**src/rtl/mem_bus_arbiter.sv**
```systemverilog
// Two-master arbiter for a single-port data memory with a fixed MEM_LAT wait-state window.
// Define ARB_CPU_PRIO_EN for m0 tie priority with bounded m1 starvation; default is round-robin.
module mem_bus_arbiter #(
  parameter int unsigned MEM_LAT    = 2,
  parameter int unsigned STARVE_MAX = 3
) (
  input  logic        clk,
  input  logic        rst,
  input  logic        m0_req,
  input  logic        m0_wen,
  input  logic [3:0]  m0_be,
  input  logic [29:0] m0_addr,
  input  logic [31:0] m0_wdata,
  output logic [31:0] m0_rdata,
  output logic        m0_ack,
  input  logic        m1_req,
  input  logic        m1_wen,
  input  logic [3:0]  m1_be,
  input  logic [29:0] m1_addr,
  input  logic [31:0] m1_wdata,
  output logic [31:0] m1_rdata,
  output logic        m1_ack,
  output logic [29:0] mem_addr,
  output logic [3:0]  mem_be,
  output logic        mem_wen,
  output logic [31:0] mem_wdata,
  input  logic [31:0] mem_rdata,
  output logic [1:0]  grant,
  output logic        busy
);

  if (MEM_LAT < 1 || MEM_LAT > 15) begin : g_lat_check
    $error("mem_bus_arbiter: MEM_LAT=%0d outside legal range 1..15", MEM_LAT);
  end

  typedef enum logic [1:0] {S_IDLE, S_ACCESS, S_RESP} state_t;

  state_t      state, state_nxt;
  logic [3:0]  wait_cnt;
  logic [1:0]  grant_q;
  logic        lat_wen;
  logic [3:0]  lat_be;
  logic [29:0] lat_addr;
  logic [31:0] lat_wdata;
  logic        any_req, tie, pick_m1;

`ifdef ARB_CPU_PRIO_EN
  localparam int unsigned STARVE_W = (STARVE_MAX < 1) ? 1 : $clog2(STARVE_MAX + 1);
  logic [STARVE_W-1:0] starve_cnt;
`else
  logic last_grant;  // 1 = m1 owned the previous transfer
`endif

  assign any_req = m0_req | m1_req;
  assign tie     = m0_req & m1_req;

  always_comb begin
    pick_m1 = m1_req & ~m0_req;
    if (tie) begin
`ifdef ARB_CPU_PRIO_EN
      pick_m1 = (starve_cnt == STARVE_W'(STARVE_MAX));
`else
      pick_m1 = ~last_grant;
`endif
    end
  end

  always_ff @(posedge clk or posedge rst) begin
    if (rst) state <= S_IDLE;
    else     state <= state_nxt;
  end

  always_comb begin
    state_nxt = state;
    unique case (state)
      S_IDLE:   if (any_req) state_nxt = S_ACCESS;
      S_ACCESS: if (wait_cnt == '0) state_nxt = S_RESP;
      S_RESP:   state_nxt = S_IDLE;
      default:  state_nxt = S_IDLE;
    endcase
  end

  always_ff @(posedge clk or posedge rst) begin
    if (rst) begin
      wait_cnt   <= '0;
      grant_q    <= '0;
      lat_wen    <= 1'b0;
      lat_be     <= '0;
      lat_addr   <= '0;
      lat_wdata  <= '0;
      m0_rdata   <= '0;
      m1_rdata   <= '0;
`ifdef ARB_CPU_PRIO_EN
      starve_cnt <= '0;
`else
      last_grant <= 1'b1;
`endif
    end else begin
      unique case (state)
        S_IDLE: if (any_req) begin
          wait_cnt  <= 4'(MEM_LAT - 1);
          grant_q   <= pick_m1 ? 2'b10 : 2'b01;
          lat_wen   <= pick_m1 ? m1_wen   : m0_wen;
          lat_be    <= pick_m1 ? m1_be    : m0_be;
          lat_addr  <= pick_m1 ? m1_addr  : m0_addr;
          lat_wdata <= pick_m1 ? m1_wdata : m0_wdata;
`ifdef ARB_CPU_PRIO_EN
          if (pick_m1)
            starve_cnt <= '0;
          else if (tie && starve_cnt != STARVE_W'(STARVE_MAX))
            starve_cnt <= starve_cnt + 1'b1;
`endif
        end
        S_ACCESS: begin
          if (wait_cnt == '0) begin
            if (!lat_wen && grant_q[0]) m0_rdata <= mem_rdata;
            if (!lat_wen && grant_q[1]) m1_rdata <= mem_rdata;
          end else begin
            wait_cnt <= wait_cnt - 1'b1;
          end
        end
        S_RESP: begin
          grant_q <= '0;
`ifndef ARB_CPU_PRIO_EN
          last_grant <= grant_q[1];
`endif
        end
        default: grant_q <= '0;
      endcase
    end
  end

  always_comb begin
    mem_be  = '0;
    mem_wen = 1'b0;
    m0_ack  = 1'b0;
    m1_ack  = 1'b0;
    busy    = (state != S_IDLE);
    if (state == S_ACCESS) begin
      mem_be  = lat_be;
      mem_wen = lat_wen && (wait_cnt == '0);
    end
    if (state == S_RESP) begin
      m0_ack = grant_q[0];
      m1_ack = grant_q[1];
    end
  end

  assign mem_addr  = lat_addr;
  assign mem_wdata = lat_wdata;
  assign grant     = grant_q;

endmodule

```
**config.mk**
```make
export PLATFORM = sky130hd
export DESIGN_NAME = mem_bus_arbiter
export DESIGN_NICKNAME = d
export VERILOG_FILES = /design/src/rtl/mem_bus_arbiter.sv
export SDC_FILE = /design/constraint.sdc
export NUM_CORES = 1
export LEC_CHECK = 0
export ABC_AREA = 1
export CAP_MARGIN = 10
export CORE_MARGIN = 4
export CORE_UTILIZATION = 41
export DETAILED_ROUTE_END_ITERATION = 6
export PLACE_DENSITY_LB_ADDON = 0.1
export SYNTH_ARGS = -nofsm -noshare
export SYNTH_HDL_FRONTEND = slang
export SYNTH_SLANG_ARGS = --single-unit
```
**constraint.sdc**
```tcl
create_clock -name clk -period 5.94 [get_ports clk]
set_clock_uncertainty 0.05 [all_clocks]
set_input_delay 1.188 -clock clk [delete_from_list [all_inputs] [get_ports clk]]
set_output_delay 1.188 -clock clk [all_outputs]
set_load 0.005 [all_outputs]
```
==> summary.txt, run 1 <==
Run status
  • Outcome: complete, no violations

Synthesis
  • Yosys Warn Count: 0
  • Avg Cell Area, Syn: 8.656 µm²
  • Post-synthesis adder-cell area fraction: 0.001946
  • Post-synth top cells: 215 x nand2_1, 141 x nand3_1, 139 x dfrtp_1
  • XOR/XNOR share of the synthesized area: 0
  • Simple-Gate Fraction of Synth Area: 0.3819
  • Syn Std Cell Area: 0.006431 mm²
  • Area contributors post-synth: dfrtp_1 54%, nand4_1 13%, nand2_1 13%
  • Unique cell type count in the Yosys netlist: 19
  • Post-synthesis sequential area ratio: 0.5449
  • Synth area leader: dfrtp_1
  • Largest family of logic cells by synthesized area: simple AND/OR/NAND/NOR gates
  • Post-Syn Nets: 914
  • Post-synthesis mux area share: 0
  • Most frequent cell after synthesis: nand2_1
  • Seq cells post-synth: 140
  • Synth Area in Compound Gates: 0.003891
  • Post-synth ARST share: 1.000
  • Main synth FF type: dfrtp_1
  • Synthesized instance count: 743
  • Number of flops mapped to enable cells by yosys: 0
  • Yosys top cell area share: 0.5409

Place
  • Detail Placement HPWL: 14.58 mm
  • GPL Wtd Cong: 0.7991
  • DP Area: 0.009483 mm²
  • I/O Buffers: 305
  • Worst slack, placed: 2.375 ns
  • Dpl cells: 1,200

STA
  • Period utilization: 0.6727
  • Final Hold Viols: 0
  • Fmax: 250.3 MHz
  • Tightest Pin Transition: 1.106 ns
  • Fin Setup TNS: 0 ns
  • Min Tclk post-route: 3.996 ns
  • Setup ws final: 1.944 ns
  • RSZ-0062 raised after global routing: no
  • Slew margin rel.: 0.2618
  • Hold slack: 0.4164 ns
  • # setup viols final: 0
  • Fin. max-slew vios: 0

Clocking
  • Root Driver: clkbuf_16
  • CTS tree: built
  • Worst-Skew Late Latency: 0.41 ns
  • Max clock buf depth: 2
  • CTS resizes: 0
  • Post-CTS Setup Repair Bufs: 0
  • Clk sink count: 140
  • CTS H-tree lvls: 4
  • CTS clk-pin slew, worst paths: 0.06 ns
  • CTS buffer count: 17
  • Post-CTS Hold Fix Bufs: 0

Global route
  • Global-route wire length before repair: 34.72 mm
  • Largest net degree at the start of global routing: 109
  • Aggregate global routing overflow: 0
  • Vias in the first global route: 6,421
  • Antenna violations before repair: 0
  • Gr usage total: 0.2438

Power and ir drop
  • Gate power share: 0.474
  • Power Density: 529.5 mW/mm²
  • Reg power frac: 0.323
  • VDD IR max: 267.1 µV
  • Pint: 3.387 mW
  • Final Power: 5.339 mW
  • Pleak: 4.492 nW
  • Sw frac: 0.3656
  • Sw Pwr: 1.952 mW
  • Clock power share: 0.203

Floorplanning
  • I/O pin total: 306
  • Initial Util: 0.4215
  • Die Height: 133.2 µm
  • Core area: 0.01526 mm²
  • Die area: 0.01775 mm²
  • DIE WIDTH: 133.2 µm
  • FP Rows: 45

Worst setup path
  • Slowest stage delay, CP: 0.82 ns
  • CP max stage cell: inv_2
  • Buf/Inv on CP: 3
  • Worst path cell trace: inv_2, nand2_2, inv_2, nand2_1, nor2_1, clkdlybuf4s50_1
  • CP arrival: 2.76 ns
  • Most frequent CP cell: inv_2
  • CP delay by family, top: buffers and inverters
  • Critical path endpoint category: primary output
  • Data required time of the worst path: 4.70 ns
  • WS Path Type: register to primary output
  • Crit start category: register
  • Worst-path fanout max: 69

Final layout
  • Area Overhead vs Synth: 56.79%
  • Ant. Diodes: 0
  • Design area: 0.01008 mm²
  • Non-filler cells, final: 1,230
  • Layout fillers: 1,273
  • Share of cells above drive strength 1: 0.05594
  • Fin util: 0.6608
  • Final net count: 1,179

Detailed routing
  • Wire per inst: 17.64 µm
  • DRC: 0
  • Vias: 6,502
  • Drt first pass iters: 5
  • Final ANT Viol Nets: 0
  • Drt via density: 5.286
  • WL final: 21.70 mm
  • Initial drt markers: 488

Run
  • Max-Cap Viols: 0

Worst hold path
  • Min-Delay Path Class: register to register
-- sequential cells by signal, summed over array words and instances (netlist names) --
name / flops
last_grant: 1
lat_be: 4
wait_cnt: 4
m0_rdata: 32
mem_wdata: 32
grant: 2
lat_wen: 1
m1_rdata: 32
state: 2
mem_addr: 30
-- cell usage in the layout (no fill, tap or decap), types with 4 or more instances in the layout --
cell type,n
nand2_1,214
nand2_2,5
nor2_1,8
nand4_1,132
buf_4,10
inv_1,16
nand3_1,141
clkdlybuf4s50_1,304
dfrtp_1,139
o21ai_0,4
clkbuf_16,17
nor2_4,4
clkbuf_8,4
-- path summary, 6_finish.rpt --
kind,cells after the start,end,from,slack [ns]
hold reg to reg,2,m0_rdata[18],m0_rdata[18],0.42
min in group asynchronous,2,mem_wdata[28],rst,1.31
setup reg to reg,6,m0_rdata[13],state[1],3.13
hold / removal,2,m0_rdata[18],m0_rdata[18],0.42
setup / recovery,6,mem_wen,state[1],1.94
max in group asynchronous,3,last_grant,rst,3.49
-- kinds of logic (layout without fill, tap and decap cells) --
kind of cell             count (synthesis)  after routing
AO/OA/AOI/OAI                            5              5
adder cells (fa/ha/maj)                  1              1
buffers and inverters                   89            365
flip-flops                             140            140
AND/OR/NAND/NOR                        508            508
-- layout make-up --
class	instances	area, µm²	share of cell area
clock buffers	23	488.0	0.04839
inverters	20	80.08	0.007941
clock inverters	7	112.6	0.01117
repair buffers	315	3123	0.3097
well taps	211	264.0	0.02618
flip-flops and latches	140	3505	0.3476
multi-input cells	514	2511	0.2490
-- tightest hold or removal path, delay by kind of cell, from the launching register on --
| family | cells | cell delay [ns] |
|---|---|---|
| flops | 1 | 0.34 |
| simple gates | 2 | 0.09 |
-- layer usage --
metal	vias up	global-route usage	routed length (µm)
met3	32	0.08157	1744
met4	0	0.07314	400
met2	251	0.4066	10700
li1	3114	-	-
met5	-	0	0
met1	3105	0.3021	8855
-- power groups by stage --
stage          combinational (mW)  sequential (mW)  clock, mW
2_1_floorplan                1.19             1.75          0
5_1_grt                      2.79             1.80       1.14
4_1_cts                      2.56             1.73       1.10
3_3_place_gp                 2.53             1.72          0
3_5_place_dp                 2.55             1.73          0
6_report                     2.53             1.73       1.08
(Power assumes the default switching activity.)
==> inputs of run 2 (changes only) <==
==> constraint.sdc (replaced) <==
create_clock -name clk -period 4.1 [get_ports clk]
set_clock_uncertainty 0.05 [all_clocks]
set_input_delay 0.82 -clock clk [delete_from_list [all_inputs] [get_ports clk]]
set_output_delay 0.82 -clock clk [all_outputs]
set_load 0.005 [all_outputs]
==> summary.txt, run 2 (same netlist as run 1, synthesis figures left out) <==
Global route
  • Global-route wire length before repair: 35.00 mm (was 34.72 mm)
  • Largest net degree at the start of global routing: 141 (was 109)
  • Gr usage total: 0.2453 (was 0.2438)
  • Antenna violations before repair: 0 (unchanged)
  • Aggregate global routing overflow: 0 (unchanged)
  • Vias in the first global route: 6,614 (was 6,421)

Detailed routing
  • Vias: 6,541 (was 6,502)
  • Initial drt markers: 550 (was 488)
  • Drt first pass iters: 4 (was 5)
  • Wire per inst: 17.79 µm (was 17.64 µm)
  • Final ANT Viol Nets: 0 (unchanged)
  • WL final: 21.96 mm (was 21.70 mm)
  • Drt via density: 5.301 (was 5.286)
  • DRC: 0 (unchanged)

Power and ir drop
  • Pleak: 4.540 nW (was 4.492 nW)
  • Gate power share: 0.463 (was 0.474)
  • Pint: 5.125 mW (was 3.387 mW)
  • Reg power frac: 0.312 (was 0.323)
  • VDD IR max: 419.8 µV (was 267.1 µV)
  • Power Density: 786.0 mW/mm² (was 529.5 mW/mm²)
  • Sw frac: 0.3617 (was 0.3656)
  • Sw Pwr: 2.904 mW (was 1.952 mW)
  • Clock power share: 0.225 (was 0.203)

Worst setup path
  • WS Path Type: register to primary output (unchanged)
  • Reg2reg end: m0_rdata[7] (was m0_rdata[13])
  • R2R setup slack: 1.37 ns (was 3.13 ns)
  • Data required time of the worst path: 3.23 ns (was 4.70 ns)
  • CP arrival: 2.31 ns (was 2.76 ns)
  • Worst-path fanout max: 33 (was 69)
  • R2R depth: 8 (was 6)
  • Crit start category: register (unchanged)
  • R2R Path Start: wait_cnt[0] (was state[1])
  • Critical path startpoint: state[1] (unchanged)
  • Critical path endpoint category: primary output (unchanged)

Final layout
  • Layout fillers: 1,222 (was 1,273)
  • Ant. Diodes: 0 (unchanged)
  • Most common cell after layout, fill and taps aside: clkdlybuf4s50_1 (unchanged)
  • Final net count: 1,181 (was 1,179)
  • Share of cells above drive strength 1: 0.06158 (was 0.05594)
  • Fin util: 0.6695 (was 0.6608)
  • Most used cells in the layout excluding fill and tap cells: 304 x clkdlybuf4s50_1, 214 x nand2_1, 141 x nand3_1, 139 x dfrtp_1, 132 x nand4_1 (unchanged)
  • Area Overhead vs Synth: 58.85% (was 56.79%)

Clocking
  • CTS resizes: 0 (unchanged)
  • Post-CTS Hold Fix Bufs: 0 (unchanged)
  • Root Driver: clkbuf_16 (unchanged)
  • CTS tree: built (unchanged)
  • Clk sink count: 140 (unchanged)
  • CTS buffer count: 17 (unchanged)
  • CTS H-tree lvls: 4 (unchanged)
  • Max clock buf depth: 2 (unchanged)
  • CTS clk-pin slew, worst paths: 0.06 ns (about the same)
  • Worst-Skew Late Latency: 0.41 ns (about the same)
  • Post-CTS Setup Repair Bufs: 0 (unchanged)

Worst hold path
  • Min-Delay Path Class: register to register (unchanged)
  • Hold wc startpoint: m1_rdata[29] (was m0_rdata[18])
  • Hold endpoint: m1_rdata[29] (was m0_rdata[18])
  • Hold Path Depth: 2 (unchanged)

STA
  • Slew margin rel.: 0.3965 (was 0.2618)
  • Fin Setup TNS: 0 ns (unchanged)
  • Fmax: 314.7 MHz
  • Fin. max-slew vios: 0 (unchanged)
  • Tightest Pin Transition: 0.9020 ns (was 1.106 ns)
  • Final Hold Viols: 0 (unchanged)
  • Period utilization: 0.7751
  • Min Tclk post-route: 3.178 ns
  • RSZ-0062 raised after global routing: no (unchanged)
  • # setup viols final: 0 (unchanged)

Place
  • Detail Placement HPWL: 14.70 mm (was 14.58 mm)
  • GPL Wtd Cong: 0.8308 (was 0.7991)
  • I/O Buffers: 305 (unchanged)

Run
  • Max-Cap Viols: 0 (unchanged)

Floorplanning
  • DIE WIDTH: 133.2 µm (unchanged)
  • Die Height: 133.2 µm (unchanged)
  • Initial Util: 0.4215 (unchanged)
  • FP Rows: 45 (unchanged)
  • Core area: 0.01526 mm² (unchanged)
  • I/O pin total: 306 (unchanged)
  • Die area: 0.01775 mm² (unchanged)

Run status
  • Outcome: complete, no violations (unchanged)
==> run 2: cell types whose count changed in the layout (fill, tap and decap cells not counted), sizes merged <==
cell      change
buf           +2
bufinv        +4
clkbuf        -6
clkinv        +1
clkinvlp      +3
==> run 2: final cells by class <==
cell class | instances | area (µm²) | area share
Clock buffer | 17 | 425.4 | 0.04164
Clock inverter | 15 | 269.0 | 0.02633
Multi-Input combinational cell | 514 | 2511 | 0.2458
Sequential cell | 140 | 3505 | 0.3431
Inverter | 20 | 78.83 | 0.007716
Timing Repair Buffer | 317 | 3163 | 0.3096
Tap cell | 211 | 264.0 | 0.02584
==> run 2: routing by layer <==
layer  GRT usage  wire length, µm  share of wire
met5           0                0              0
met4      0.1034              758          0.035
met3     0.08950             2019          0.092
met2      0.4049            10750           0.49
met1      0.2902             8429           0.38
==> run 2: worst max-delay path by stage <==
stage	slack (ns)	to	depth (start not counted)
2_1_floorplan	1.48	grant[0]	1
3_3_place_gp	1.29	mem_wdata[2]	6
3_5_place_dp	1.24	mem_wdata[22]	6
4_1_cts	0.91	mem_wen	6
5_1_grt	0.78	mem_wen	6
6_report	0.92	mem_wen	6
==> run 2: worst max-delay path, stage by stage, from the launching register on <==
cell and delay, ns:
dfrtp_1 0.43, inv_2 0.11, nand2_2 0.10, inv_2 0.42
nand2_1 0.17, nor2_1 0.11, clkdlybuf4s50_1 0.56
==> run 2: power groups by stage <==
stage,clock [mW],sequential [mW],combinational (mW)
after floorplan,0,2.53,1.72
after global placement,0,2.49,3.69
after detailed placement,0,2.50,3.74
after CTS,1.84,2.50,3.76
after global routing,1.90,2.60,4.08
final,1.81,2.50,3.72
==> run 2: metrics by stage <==
stage	setup WS, ns	total power, mW	cells	instance area (µm²)	hold slack (ns)
global placement	1.289	6.179	1202	9522	0.4018
floorplan	1.482	4.249	743	6435	0.4152
detailed placement	1.240	6.248	1202	9522	0.4076
CTS	0.9121	8.099	1234	10220	0.4228
finish	0.9221	8.030	1234	10220	0.4175
global route	0.7790	8.585	1234	10220	0.4412
